**config.mk**
```make
export PLATFORM = sky130hd
export DESIGN_NAME = vga_timing_rx
export DESIGN_NICKNAME = d
export VERILOG_FILES = /design/src/rtl/vga_timing_rx.sv
export SDC_FILE = /design/constraint.sdc
export NUM_CORES = 1
export LEC_CHECK = 0
export CORE_MARGIN = 5
export CORE_UTILIZATION = 45
export CTS_BUF_LIST = sky130_fd_sc_hd__clkbuf_16
export DETAILED_ROUTE_END_ITERATION = 16
export GPL_TIMING_DRIVEN = 0
export PLACE_DENSITY_LB_ADDON = 0.25
export SLEW_MARGIN = 10
export SYNTH_ARGS = -nofsm -noshare
export SYNTH_HDL_FRONTEND = slang
export SYNTH_SLANG_ARGS = --single-unit
export TNS_END_PERCENT = 1
```
**constraint.sdc**
```tcl
create_clock -name clk -period 8.85 [get_ports clk]
set_clock_uncertainty 0.1 [all_clocks]
set_input_delay 1.77 -clock clk [delete_from_list [all_inputs] [get_ports clk]]
set_output_delay 1.77 -clock clk [all_outputs]
set_load 0.01 [all_outputs]
```
**src/rtl/vga_timing_rx.sv**
```systemverilog
// rtl/vga_timing_rx.sv - measures hsync/vsync/de geometry, emits pixel coordinates and a frame lock flag
module vga_timing_rx #(
  parameter int TIMEOUT     = 4095,
  parameter int LOCK_FRAMES = 2
) (
  input  logic        clk,
  input  logic        RST,
  input  logic        hsync_in,
  input  logic        vsync_in,
  input  logic        de_in,
  output logic [10:0] px,
  output logic [10:0] py,
  output logic        pvalid,
  output logic [10:0] htotal,
  output logic [10:0] hactive,
  output logic [10:0] hsw,
  output logic [10:0] vtotal,
  output logic [10:0] vactive,
  output logic        locked,
  output logic        err
);

  localparam logic [10:0] CMAX   = 11'd2047;
  localparam logic [11:0] TMO    = 12'(TIMEOUT);
  localparam logic [3:0]  LOCK_N = 4'(LOCK_FRAMES);

  typedef enum logic [1:0] {UNLOCKED, CHECK, LOCKED} state_t;

  logic        s_h, s_v, s_de, p_h, p_v, p_de;
  logic        h_rise, h_fall, v_rise, de_fall;
  logic [10:0] hc, hw, ha, vc, va, x, y;
  logic [11:0] tmo;
  logic [10:0] htotal_new, vtotal_new, vactive_new;

  state_t      state_q, state_d;
  logic [10:0] ref_h_q, ref_ha_q, ref_v_q, ref_va_q;
  logic [10:0] ref_h_d, ref_ha_d, ref_v_d, ref_va_d;
  logic [3:0]  mcnt_q, mcnt_d;
  logic        err_d;

  assign h_rise  = s_h & ~p_h;
  assign h_fall  = ~s_h & p_h;
  assign v_rise  = s_v & ~p_v;
  assign de_fall = ~s_de & p_de;

  // The line ending on this h-rise belongs to the frame closed by a coincident v-rise.
  assign htotal_new  = (hc == CMAX) ? CMAX : hc + 11'd1;
  assign vtotal_new  = (h_rise && vc != CMAX) ? vc + 11'd1 : vc;
  assign vactive_new = (h_rise && ha != 11'd0 && va != CMAX) ? va + 11'd1 : va;

  assign locked = (state_q == LOCKED);

  always_ff @(posedge clk or posedge RST) begin
    if (RST) begin
      {s_h, s_v, s_de, p_h, p_v, p_de} <= 6'b0;
      hc <= '0; hw <= '0; ha <= '0; vc <= '0; va <= '0;
      x <= '0; y <= '0; tmo <= '0;
      px <= '0; py <= '0; pvalid <= 1'b0;
      htotal <= '0; hactive <= '0; hsw <= '0; vtotal <= '0; vactive <= '0;
    end else begin
      s_h  <= hsync_in;
      s_v  <= vsync_in;
      s_de <= de_in;
      p_h  <= s_h;
      p_v  <= s_v;
      p_de <= s_de;

      if (h_rise) begin
        hc     <= '0;
        htotal <= htotal_new;
        if (ha != 11'd0) hactive <= ha;
        ha     <= {10'b0, s_de};
      end else begin
        if (hc != CMAX) hc <= hc + 11'd1;
        if (s_de && ha != CMAX) ha <= ha + 11'd1;
      end

      if (h_fall) begin
        hsw <= hw;
        hw  <= '0;
      end else if (s_h && hw != CMAX) begin
        hw <= hw + 11'd1;
      end

      if (v_rise) begin
        vtotal  <= vtotal_new;
        vactive <= vactive_new;
        vc      <= '0;
        va      <= '0;
      end else begin
        vc <= vtotal_new;
        va <= vactive_new;
      end

      if (s_de) begin
        if (x != CMAX) x <= x + 11'd1;
      end else if (de_fall) begin
        x <= '0;
      end

      if (v_rise) y <= '0;
      else if (de_fall && y != CMAX) y <= y + 11'd1;

      px     <= x;
      py     <= y;
      pvalid <= s_de;

      if (h_rise) tmo <= '0;
      else if (tmo != TMO) tmo <= tmo + 12'd1;
    end
  end

  always_ff @(posedge clk or posedge RST) begin
    if (RST) begin
      state_q  <= UNLOCKED;
      ref_h_q  <= '0;
      ref_ha_q <= '0;
      ref_v_q  <= '0;
      ref_va_q <= '0;
      mcnt_q   <= '0;
      err      <= 1'b0;
    end else begin
      state_q  <= state_d;
      ref_h_q  <= ref_h_d;
      ref_ha_q <= ref_ha_d;
      ref_v_q  <= ref_v_d;
      ref_va_q <= ref_va_d;
      mcnt_q   <= mcnt_d;
      err      <= err_d;
    end
  end

  always_comb begin
    state_d  = state_q;
    ref_h_d  = ref_h_q;
    ref_ha_d = ref_ha_q;
    ref_v_d  = ref_v_q;
    ref_va_d = ref_va_q;
    mcnt_d   = mcnt_q;
    err_d    = 1'b0;
    case (state_q)
      UNLOCKED: begin
        if (v_rise && vtotal_new != 11'd0 && htotal != 11'd0) begin
          ref_h_d  = htotal;
          ref_ha_d = hactive;
          ref_v_d  = vtotal_new;
          ref_va_d = vactive_new;
          mcnt_d   = 4'd1;
          state_d  = CHECK;
        end
      end
      CHECK: begin
        if (v_rise) begin
          if (htotal == ref_h_q && hactive == ref_ha_q &&
              vtotal_new == ref_v_q && vactive_new == ref_va_q) begin
            mcnt_d = mcnt_q + 4'd1;
            if (mcnt_q + 4'd1 >= LOCK_N) state_d = LOCKED;
          end else begin
            ref_h_d  = htotal;
            ref_ha_d = hactive;
            ref_v_d  = vtotal_new;
            ref_va_d = vactive_new;
            mcnt_d   = 4'd1;
          end
        end
      end
      LOCKED: begin
        if ((h_rise && htotal_new != ref_h_q) || (v_rise && vtotal_new != ref_v_q)) begin
          state_d = UNLOCKED;
          err_d   = 1'b1;
        end
      end
      default: state_d = UNLOCKED;
    endcase
    // Losing hsync overrides everything else.
    if (tmo == TMO) begin
      state_d = UNLOCKED;
      err_d   = (state_q == LOCKED);
    end
  end

endmodule

```
-- Word-level counts from Yosys, hierarchy flattened
Index checks and enable logic that the tools add are counted.
- register bits: 223
- input bits: 5
- word-level logic and storage cells: 151
- add/subtract/negate cells: 9
- magnitude comparators: 1
- eq/ne operators: 27
- multiplexer cells: 48
- bitwise logic cells: 8
- reductions and logical operators: 30
- operators with widths (cell ; count):
    $mux 11 ; 28
    $pmux 11 s2 ; 4
    $add 11x1->11 const B ; 7
    $ne 11x11->1 const B ; 7
    $eq 11x11->1 ; 4
    $reduce_bool 11->1 ; 3
    $mux 12 ; 2
    $ne 11x11->1 ; 2
    $reduce_bool 2->1 ; 7
    $logic_and 1x1->1 ; 13
    $add 12x1->12 const B ; 1
    $eq 12x12->1 const B ; 1
    $mux 2 ; 6
    $mux 4 ; 3
    $ne 12x12->1 const B ; 1
    $ne 3x3->1 const B ; 4
    $eq 11x11->1 const B ; 1
    $pmux 4 s2 ; 1
    $ne 2x2->1 const B ; 3
    $pmux 2 s3 ; 1
    $reduce_and 5->1 ; 1
    $add 4x1->4 const B ; 1
    $and 1x1->1 ; 4
    $ge 4x2->1 const B ; 1
    11 further kinds ; 17

-- Longest topological paths before layout
Gate-level depths: netlist of the first run.
- depth in word-level cells: 11
- mapped depth: 12

-- Least setup slack after synthesis of the first run
Ideal clock, no wire load.
- kind: reg-to-reg
- start: reg va[0]
- end: reg ref_ha_q[0]
- setup time: 0.127 ns
- data arrival time: 3.107 ns
- required time: 8.623 ns
- setup slack: 5.516 ns
- cell stages (with the launch flop): 11
- buffers on the path: 1
- cells stage by stage: dfrtp_1 > ha_1 > and4_1 > and4_1 > nor4b_1 > xor2_1 > a2111oi_0 > nand4_1 > o21ai_4 > buf_6 > mux2_1
- longest elaborated chain between the ends: 7
- elaborated cells between the ends (all ways): 8
- classes of those cells: 1 x add/sub; 3 x eq/ne; 1 x mux; 3 x reduce/logical
- RTL lines (item ; line ; text):
    start: declaration ; 31 ; logic [10:0] hc, hw, ha, vc, va, x, y;
    start signal: assignment ; 92 ; va <= vactive_new;
    parallel branches: the longest is 2 deep, another holds $add 11x1->11 ; -- ;
    $mux 11 (*) ; 49 ; assign vactive_new = (h_rise && ha != 11'd0 && va != CMAX) ? va + 11'd1 : va;
    $eq 11x11->1 (*) ; 155 ; vtotal_new == ref_v_q && vactive_new == ref_va_q) begin
    $logic_and 1x1->1 (*) ; 155 ;
    $ne 2x2->1 (no line) (*) ; -- ;
    $reduce_and 4->1 (no line) (*) ; -- ;
    end signal: assignment ; 125 ; ref_ha_q <= ref_ha_d;
    end: declaration ; 36 ; logic [10:0] ref_h_q, ref_ha_q, ref_v_q, ref_va_q;
Every way passes the cells marked *.
A chain may end at the register's enable or synchronous reset.

-- Worst setup path after layout of the first run
- start: reg s_h
- end: reg ref_ha_q[7]
- longest elaborated chain between the ends: 8
- elaborated cells between the ends (all ways): 16
- classes of those cells: 4 x eq/ne; 2 x mux; 1 x bitwise; 9 x reduce/logical
- RTL lines (item ; line ; text):
    start: declaration ; 29 ; logic s_h, s_v, s_de, p_h, p_v, p_de;
    start signal: assignment ; 61 ; s_h <= hsync_in;
    $and 1x1->1 (*) ; 41 ; assign h_rise = s_h & ~p_h;
    $logic_and 1x1->1, on equally long branches ; 48, 49 ;
    $mux 11 / $logic_and 1x1->1 (equally long branches) ; 48, 49 ;
    $eq 11x11->1 (tied with other cells) ; 155 ;
    $logic_and 1x1->1 (tied with other cells) ; 154 ; if (htotal == ref_h_q && hactive == ref_ha_q &&
    $logic_and 1x1->1, on equally long branches ; 155, 143 ;
    $ne 2x2->1 (no line) ; -- ;
    $reduce_and 4->1 (no line) (*) ; -- ;
Every way passes the cells marked *; elsewhere a longest branch is shown, timed or not.

==> flow_metrics.py, run 1 <==
metrics = {
    "outcome": {
        "outcome": "complete, no violations",
    },
    "cts": {
        "cts_root_buffer": "clkbuf_16",
        "cts_max_level": 1,
        "insertion_delay_ns": 0.54,
        "clk_pin_slew_ns": 0.06,
        "cts_tree": "built",
        "cts_buffer_depth": 3,
        "postCtsSetupBuffers": 0,
        "postCtsHoldBufs": 0,
        "cts_resized": 0,
        "numCtsBuffers": 26,
        "cts.sinks": 223,
    },
    "worst_setup_path": {
        "cp.required_ns": 9.16,
        "path_cells": "buf_2, nand2b_1, a41oi_2, nand3_1, xnor2_1, a221oi_2, nand4_1, o21ai_4, buf_6, mux2_1",
        "critPathTopFamily": "compound AO/OA/AOI/OAI gates",
        "worstPathArrival_ns": 4.34,
        "crit_path_top_delay_cell": "a221oi_2",
        "r2r_end": "ref_ha_q[7]",
        "reg2reg_from": "s_h",
        "crit_fanout": 10,
        "endpoint_kind": "flip-flop",
        "r2r_setup_slack_ns": 4.81,
        "critical_path_class": "reg -> reg",
        "crit_path_start_kind": "flip-flop",
        "cpPeakStageDelay_ns": 0.61,
        "crit_buf_inv": 2,
        "ff2ff_path_depth": 10,
    },
    "yosys": {
        "syn_inst": 1062,
        "ys_seq_area_frac": 0.511,
        "synth_nets": 1078,
        "syn_avg_cell_area_um2": 10.3,
        "syn-cell-area_um2": 10900,
        "synthTopCellsByArea": "dfrtp_1 51%, xnor2_1 4.1%, nand2_1 3.7%",
        "synth_cell_types": 84,
        "synth_edf_count": 0,
        "ys_ff_latch": 223,
        "ys.flop_type": "dfrtp_1",
        "yosysTopAreaCell": "dfrtp_1",
        "synth.top_cell.area_share": 0.511,
        "async_reset_ff_frac": 1.00,
        "yosys_warnings": 0,
    },
    "power_and_ir_drop": {
        "finalPower_mw": 2.85,
        "p_comb_frac": 0.200,
        "p_seq_frac": 0.426,
        "p_per_area_nw_per_um2": 218,
        "clkPwrFrac": 0.375,
        "power.internal_mw": 2.03,
        "leakage_nw": 5.84,
        "switchingPower_uw": 827,
        "vdd_drop_max_v": 0.000125,
        "p_sw_frac": 0.290,
    },
    "floorplanning": {
        "dieArea_um2": 27500,
        "coreArea_um2": 24100,
        "io_pins": 85,
        "rows": 57,
        "die_width_um": 166,
        "initial_core_util": 0.453,
        "die_y_um": 166,
    },
    "worst_hold_path": {
        "min_path_type": "reg -> reg",
        "min_from": "s_de",
        "hold_path_end": "p_de",
        "min_delay_path_depth": 0,
    },
    "routing": {
        "drt_drc_violations_left": 0,
        "wl_mm": 26.2,
        "firstDrtPassIters": 5,
        "via_per_inst": 5.48,
        "wire_per_inst_um": 17.2,
        "routed-via-count": 8317,
        "drt_iter0_markers": 614,
        "detail-route-antenna-nets": 0,
    },
    "final_layout": {
        "final_cell_mix": "223 x dfrtp_1, 108 x nand2_1, 106 x nor2_1",
        "antennaDiodeCount": 0,
        "syn2layout_area_growth_pct": 19.8,
        "utilization": 0.543,
        "layout.nets": 1192,
        "largest_reg_flops": 12,
        "instances_no_fill": 1519,
        "largest_register": "tmo",
        "layout_commonest_cell": "dfrtp_1",
        "post-route-cell-area_um2": 13100,
        "final_layout_size_suffix_gt1_frac": 0.0879,
    },
    "place": {
        "post_dp_cell_area_um2": 12200,
        "preCtsSetupSlack_ns": 4.83,
        "io_buffer_count": 84,
        "gp_congestion": 0.897,
        "placedCellCount": 1472,
        "hpwlAfterDp_mm": 18.9,
    },
    "global_route": {
        "grt_usage": 0.188,
        "grt_antenna_before_repair": 0,
        "grt_pass1_wl_mm": 43.5,
        "grt_max_degree": 103,
        "grt_overflow": 0,
        "first_global_vias": 8240,
    },
    "sta": {
        "setup_ws_ns": 4.81,
        "maxSlewViolCount": 0,
        "maxClockFrequency_mhz": 248,
        "worstMarginPinSlew_ns": 0.840,
        "final-hold-violation-count": 0,
        "tns_ns": 0,
        "timing.slew.headroom": 0.435,
        "finalSetupViolations": 0,
        "post-route-min-period_ns": 4.04,
        "rsz0062_at_grt": "no",
        "whs_ns": 0.275,
        "post-route-period-util": 0.456,
    },
    "flow_run": {
        "max_cap_viol_count": 0,
    },
}
==> cell families (layout without fill, tap and decap cells) <==
kind of cell | count (synthesis) | after routing | share of synthesized area
fa+ha+maj | 12 | 12 | 0.0135
flops | 223 | 223 | 0.511
compound gates | 174 | 174 | 0.107
mux | 66 | 66 | 0.0681
simple gates | 420 | 420 | 0.196
xor+xnor | 86 | 86 | 0.0714
buf+inv | 81 | 214 | 0.0333
==> power groups by stage <==
stage / Sequential (mW) / Combinational [mW] / Clock, mW
after CTS: 1.21 / 0.573 / 1.09
final: 1.21 / 0.570 / 1.07
after global routing: 1.23 / 0.624 / 1.14
after detailed placement: 1.23 / 0.568 / 0
after floorplan: 1.22 / 0.372 / 0
after global placement: 1.23 / 0.558 / 0
==> Yosys cell counts (9+ instances only) <==
library cell  count
mux2_1            9
nor2_1          106
mux2_2           18
a21oi_1          25
nand2b_1         16
nor3_1           20
inv_1            40
or3_1            11
ha_1             11
clkbuf_1         21
a31oi_1          10
nand2_1         108
nand3_1          40
mux2_4           10
xor2_1           33
and2_1            9
mux2i_1          29
nand4_1          34
and3_1           15
nor2b_1          10
o21ai_0          65
dfrtp_1         223
xnor2_1          51
==> area by class of cell <==
class | instances | area (um2)
flip-flops and latches | 223 | 5580
multi-input cells | 758 | 4980
clock inverters | 21 | 209
inverters | 40 | 158
clock buffers | 26 | 651
well taps | 324 | 405
plain buffers | 41 | 214
fillers | 2183 | 11000
repair buffers | 86 | 896
==> worst max-delay path by stage <==
stage | start | slack [ns] | depth (start not counted) | end
after global placement | RST | -2.01 | 2 | htotal[3]
after floorplan | RST | 0.87 | 1 | err
after detailed placement | s_h | 4.83 | 10 | ref_ha_q[4]
after CTS | s_h | 4.79 | 10 | ref_ha_q[7]
final | s_h | 4.81 | 10 | ref_ha_q[7]
after global routing | s_h | 4.57 | 10 | ref_ha_q[7]
==> metal layers <==
layer / vias up / wire length, um / share of wire / GRT usage
met5: - / 0 / 0 / 0
met4: 0 / 518 / 0.020 / 0.0488
met3: 41 / 1290 / 0.049 / 0.0319
met2: 183 / 12400 / 0.47 / 0.311
met1: 4110 / 12000 / 0.46 / 0.259
li1: 3983 / - / - / -
Note: power is estimated with default switching activity, not from simulation.
==> inputs of run 2 (changes only) <==
==> constraint.sdc (replaced) <==
create_clock -name clk -period 4 [get_ports clk]
set_clock_uncertainty 0.1 [all_clocks]
set_input_delay 0.8 -clock clk [delete_from_list [all_inputs] [get_ports clk]]
set_output_delay 0.8 -clock clk [all_outputs]
set_load 0.01 [all_outputs]
==> run 2 against run 1 <==
Register-to-register slack got worse by 4.6 ns. Largest power group unchanged. First-iteration DRC count decreased by 13%. Sequential share of layout area about the same. Count of clock-buffer cells in the layout decreased by 1. Largest cell class unchanged. Setup slack got worse by 4.6 ns. Via count increased by 0.28%. Maximum frequency increased by 6.8%. Non-clock buffer count increased by 9.
==> flow_metrics.py, run 2 (synthesis gave the netlist of run 1 again) <==
metrics = {
    "final_layout": {
        "post-route-cell-area_um2": 13100,
        "final-seq-area_um2": 5580,
        "layout_commonest_cell": "dfrtp_1",
        "final_layout_size_suffix_gt1_frac": 0.0885,
        "syn2layout_area_growth_pct": 19.9,
        "multi_input_area_um2": 5010,
        "largest_register": "tmo",
        "largest_reg_flops": 12,
        "fill_cells": 2198,
        "antennaDiodeCount": 0,
        "final_cell_mix": "223 x dfrtp_1, 108 x nand2_1, 106 x nor2_1",
        "layout.nets": 1200,
    },
    "power_and_ir_drop": {
        "p_comb_frac": 0.212,
        "power.internal_mw": 4.31,
        "switchingPower_mw": 1.78,
        "p_seq_frac": 0.442,
        "clkPwrFrac": 0.347,
        "vdd_drop_max_v": 0.000319,
        "p_sw_frac": 0.293,
        "leakage_nw": 5.85,
        "p_per_area_nw_per_um2": 464,
    },
    "cts": {
        "cts.sinks": 223,
        "insertion_delay_ns": 0.51,
        "cts_max_level": 1,
        "clk_pin_slew_ns": 0.06,
        "cts_root_buffer": "clkbuf_16",
        "cts_tree": "built",
        "postCtsHoldBufs": 0,
        "cts_buffer_depth": 3,
        "numCtsBuffers": 25,
    },
    "global_route": {
        "grt_max_degree": 39,
        "first_global_vias": 8443,
        "grt_antenna_before_repair": 0,
        "grt_overflow": 0,
        "grt_pass1_wl_mm": 44.1,
        "grt_usage": 0.190,
    },
    "flow_run": {
        "max_cap_viol_count": 0,
    },
    "worst_setup_path": {
        "crit_buf_inv": 3,
        "reg2reg_from": "s_h",
        "ff2ff_path_depth": 11,
        "critPathTopFamily": "compound AO/OA/AOI/OAI gates",
        "crit_path_top_delay_cell": "a2111oi_0",
        "crit_fanout": 10,
        "r2r_end": "ref_va_q[9]",
        "critical_path_class": "reg -> reg",
        "endpoint_kind": "flip-flop",
        "cpPeakStageDelay_ns": 0.58,
        "path_cells": "buf_2, nand2b_1, a41o_1, nor4b_2, xor2_1, a2111oi_0, nand4_1, o21ai_4, buf_4, buf_6, mux2i_1",
        "worstPathArrival_ns": 4.11,
        "r2r_setup_slack_ns": 0.22,
        "crit_path_start_kind": "flip-flop",
        "cp.required_ns": 4.33,
    },
    "routing": {
        "detail-route-antenna-nets": 0,
        "wl_mm": 26.1,
        "drt_drc_violations_left": 0,
        "firstDrtPassIters": 4,
        "via_per_inst": 5.48,
        "drt_iter0_markers": 533,
        "routed-via-count": 8340,
        "wire_per_inst_um": 17.1,
    },
    "floorplanning": {
        "die_width_um": 166,
        "io_pins": 85,
        "initial_core_util": 0.453,
        "rows": 57,
        "die_y_um": 166,
        "coreArea_um2": 24100,
        "dieArea_um2": 27500,
    },
    "place": {
        "hpwlAfterDp_mm": 19.2,
        "io_buffer_count": 84,
        "gp_congestion": 0.893,
        "post_dp_cell_area_um2": 12300,
    },
    "sta": {
        "worstMarginPinSlew_ns": 0.830,
        "maxClockFrequency_mhz": 265,
        "rsz0062_at_grt": "no",
        "maxSlewViolCount": 0,
        "final-hold-violation-count": 0,
        "finalSetupViolations": 0,
        "post-route-period-util": 0.944,
        "timing.slew.headroom": 0.442,
        "whs_ns": 0.270,
        "post-route-min-period_ns": 3.78,
        "tns_ns": 0,
    },
    "worst_hold_path": {
        "min_path_type": "reg -> reg",
        "min_from": "s_de",
        "hold_path_end": "p_de",
        "min_delay_path_depth": 0,
    },
    "outcome": {
        "outcome": "complete, no violations",
    },
}
run 2: area by class of cell:
cell class,count,area share
sequential,223,0.426
multi-input combinational,758,0.383
timing repair buffer,95,0.0762
inverter,40,0.0117
clock buffer,25,0.0477
clock inverter,16,0.00878
tap,324,0.0309
buffer,41,0.0163
run 2: through the flow:
stage	setup WS (ns)	utilization	std cells	total power [mW]
6_report	0.222	0.544	1522	6.09
2_1_floorplan	0.190	-	1062	3.53
3_5_place_dp	-0.0663	0.510	1476	3.99
3_3_place_gp	-1.51	0.505	1470	3.95
4_1_cts	0.0430	0.541	1517	6.12
5_1_grt	0.0242	0.544	1522	6.40
run 2: power by group through the flow:
stage | clock (mW) | combinational, mW | sequential (mW)
global placement | 0 | 1.23 | 2.72
floorplan | 0 | 0.824 | 2.71
global route | 2.25 | 1.42 | 2.73
detailed placement | 0 | 1.27 | 2.72
finish | 2.11 | 1.29 | 2.69
CTS | 2.15 | 1.28 | 2.69
run 2: how the worst max path moves through the flow:
stage | startpoint | end | slack, ns | depth (start not counted)
floorplan | RST | err | 0.19 | 1
global placement | RST | vactive[4] | -1.51 | 2
detailed placement | s_h | ref_ha_q[1] | -0.07 | 10
CTS | s_h | ref_ha_q[4] | 0.04 | 10
global route | vc[0] | ref_va_q[5] | 0.02 | 12
finish | s_h | ref_va_q[9] | 0.22 | 11
run 2: what timing repair did:
action,4_1_cts,5_1_grt
endpoints found under the setup margin,19,40
pin swaps,0,1
resized for setup,1,4
setup buffers,0,5
run 2: layer usage:
layer / vias to the layer above / global-route usage / wire length (um)
li1: 4020 / - / -
met1: 4074 / 0.263 / 12000
met2: 207 / 0.316 / 12400
met3: 39 / 0.0328 / 1180
met4: 0 / 0.0416 / 511
met5: - / 0 / 0
==> inputs of run 3 (changes only) <==
--- a/config.mk
+++ b/config.mk
@@ -10,7 +10,6 @@
 export CTS_BUF_LIST = sky130_fd_sc_hd__clkbuf_16
 export DETAILED_ROUTE_END_ITERATION = 16
 export GPL_TIMING_DRIVEN = 0
-export PLACE_DENSITY_LB_ADDON = 0.25
 export SLEW_MARGIN = 10
 export SYNTH_ARGS = -nofsm -noshare
 export SYNTH_HDL_FRONTEND = slang
==> run 3 against run 2 <==
Non-clock buffer count fell by 1. Hold slack improved by 0.015 ns. Sequential power barely moved. Via count fell by 1.3%. Cell count rose by 0.39%. Clock power rose by 19%. First-iteration DRC count fell by 3.8%. Core utilization rose by 0.79 points. Count of clock-buffer cells in the layout rose by 1. Combinational power fell by 3%. Critical path type unchanged. Sequential cell count did not move. Largest power group unchanged. Maximum frequency rose by 1.7%.
==> flow_metrics.py, run 3 (synthesis gave the netlist of run 1 again) <==
metrics = {
    "outcome": {
        "outcome": "complete, no violations",
    },
    "routing": {
        "routed-via-count": 8235,
        "via_per_inst": 5.39,
        "drt_drc_violations_left": 0,
        "wl_mm": 25.9,
        "drt_iter0_markers": 513,
        "detail-route-antenna-nets": 0,
        "firstDrtPassIters": 5,
        "wire_per_inst_um": 17.0,
    },
    "sta": {
        "maxClockFrequency_mhz": 269,
        "finalSetupViolations": 0,
        "timing.slew.headroom": 0.405,
        "worstMarginPinSlew_ns": 0.885,
        "post-route-period-util": 0.929,
        "post-route-min-period_ns": 3.71,
        "maxSlewViolCount": 0,
        "final-hold-violation-count": 0,
        "rsz0062_at_grt": "no",
        "tns_ns": 0,
    },
    "floorplanning": {
        "rows": 57,
        "die_width_um": 166,
        "die_y_um": 166,
        "io_pins": 85,
        "coreArea_um2": 24100,
        "initial_core_util": 0.453,
        "dieArea_um2": 27500,
    },
    "flow_run": {
        "max_cap_viol_count": 0,
    },
    "final_layout": {
        "utilization": 0.552,
        "largest_register": "tmo",
        "syn2layout_area_growth_pct": 21.7,
        "instances_no_fill": 1528,
        "final_cell_mix": "223 x dfrtp_1, 108 x nand2_1, 106 x nor2_1",
        "antennaDiodeCount": 0,
        "layout_commonest_cell": "dfrtp_1",
        "final_layout_size_suffix_gt1_frac": 0.0963,
        "largest_reg_flops": 12,
        "layout.nets": 1200,
        "post-route-cell-area_um2": 13300,
    },
    "place": {
        "hpwlAfterDp_mm": 19.2,
        "placedCellCount": 1477,
        "io_buffer_count": 84,
        "gp_congestion": 0.884,
        "post_dp_cell_area_um2": 12300,
    },
    "cts": {
        "numCtsBuffers": 26,
        "clk_pin_slew_ns": 0.06,
        "insertion_delay_ns": 0.53,
        "postCtsHoldBufs": 0,
        "cts_max_level": 1,
        "cts_tree": "built",
        "cts_root_buffer": "clkbuf_16",
        "cts_buffer_depth": 3,
        "cts.sinks": 223,
    },
    "global_route": {
        "grt_usage": 0.190,
        "grt_pass1_wl_mm": 43.8,
        "first_global_vias": 8277,
        "grt_overflow": 0,
        "grt_max_degree": 38,
        "grt_antenna_before_repair": 0,
    },
    "worst_setup_path": {
        "crit_path_top_delay_cell": "or4b_1",
        "cp.required_ns": 4.30,
        "crit_path_start_kind": "flip-flop",
        "r2r_setup_slack_ns": 0.29,
        "worstPathArrival_ns": 4.02,
        "ff2ff_path_depth": 10,
        "endpoint_kind": "flip-flop",
        "path_cells": "ha_1, nand4_2, nor3_2, nor4_1, or4b_1, nor4_4, nand4_1, o21ai_4, buf_6, mux2_1",
        "cpPeakStageDelay_ns": 0.60,
        "r2r_end": "ref_ha_q[7]",
        "critical_path_class": "reg -> reg",
        "reg2reg_from": "vc[0]",
        "crit_fanout": 10,
    },
    "power_and_ir_drop": {
        "clkPwrFrac": 0.390,
        "leakage_nw": 5.91,
        "vdd_drop_max_v": 0.000310,
        "p_seq_frac": 0.416,
        "power.internal_mw": 4.63,
        "p_comb_frac": 0.194,
        "p_per_area_nw_per_um2": 485,
        "p_sw_frac": 0.282,
        "switchingPower_mw": 1.82,
    },
    "worst_hold_path": {
        "min_from": "s_de",
        "min_delay_path_depth": 0,
        "hold_path_end": "p_de",
        "min_path_type": "reg -> reg",
    },
}
run 3: cell types whose count changed in the layout (fill, tap and decap cells not counted), moves of 2 or more:
cell        previous run  this run
clkinvlp_4             1         3
clkinv_1               4         6
clkinv_2               2         4
bufinv_16              2         6
buf_4                 10         8
inv_1                 47        41
run 3: power by group through the flow:
stage          Clock (mW)  Sequential (mW)  Combinational (mW)
3_5_place_dp            0             2.72                1.26
3_3_place_gp            0             2.72                1.23
5_1_grt              2.67             2.72                1.39
6_report             2.51             2.68                1.25
4_1_cts              2.58             2.69                1.27
2_1_floorplan           0             2.71               0.824
run 3: how the worst max path moves through the flow:
stage	startpoint	to	slack, ns	cells after the start
floorplan	RST	err	0.19	1
global placement	RST	hc[0]	-1.56	2
detailed placement	s_h	ref_ha_q[7]	0.004	10
CTS	s_h	ref_ha_q[7]	0.08	10
global route	vc[0]	ref_ha_q[5]	0.01	11
finish	vc[0]	ref_ha_q[7]	0.29	10
run 3: critical path, delay by kind of cell, from the launching register on:
| kind | cells | cell delay, ns |
|---|---|---|
| adders and majority gates | 1 | 0.27 |
| AOI/OAI and AO/OA | 1 | 0.34 |
| buffers and inverters | 1 | 0.22 |
| muxes | 1 | 0.34 |
| DFF | 1 | 0.48 |
| and+or+nand+nor | 6 | 1.85 |
run 3: timing repair:
item / CTS / global route
pin swaps: 0 / 1
gates resized for setup: 2 / 2
setup buffers: 0 / 3
endpoints found under the setup margin: 9 / 25
run 3: final cells by class:
cell class / instances / area [um2]
fillers: 2205 / 10800
well taps: 324 / 405
plain buffers: 41 / 214
clock inverters: 22 / 270
flip-flops and latches: 223 / 5580
repair buffers: 94 / 1010
multi-input cells: 758 / 5010
clock buffers: 26 / 651
inverters: 40 / 154
run 3: layer usage:
layer	vias up	GRT usage	routed length (um)
li1	4022	-	-
met1	4029	0.259	11900
met2	149	0.322	12500
met3	35	0.0309	949
met4	0	0.0452	550
met5	-	0	0
run 3: per-stage QoR:
step / hold slack [ns] / setup slack (ns) / total power [mW]
floorplan: 0.249 / 0.190 / 3.53
global placement: 0.266 / -1.56 / 3.94
detailed placement: 0.268 / 0.00415 / 3.98
CTS: 0.283 / 0.0755 / 6.53
global route: 0.299 / 0.0141 / 6.78
finish: 0.285 / 0.286 / 6.45
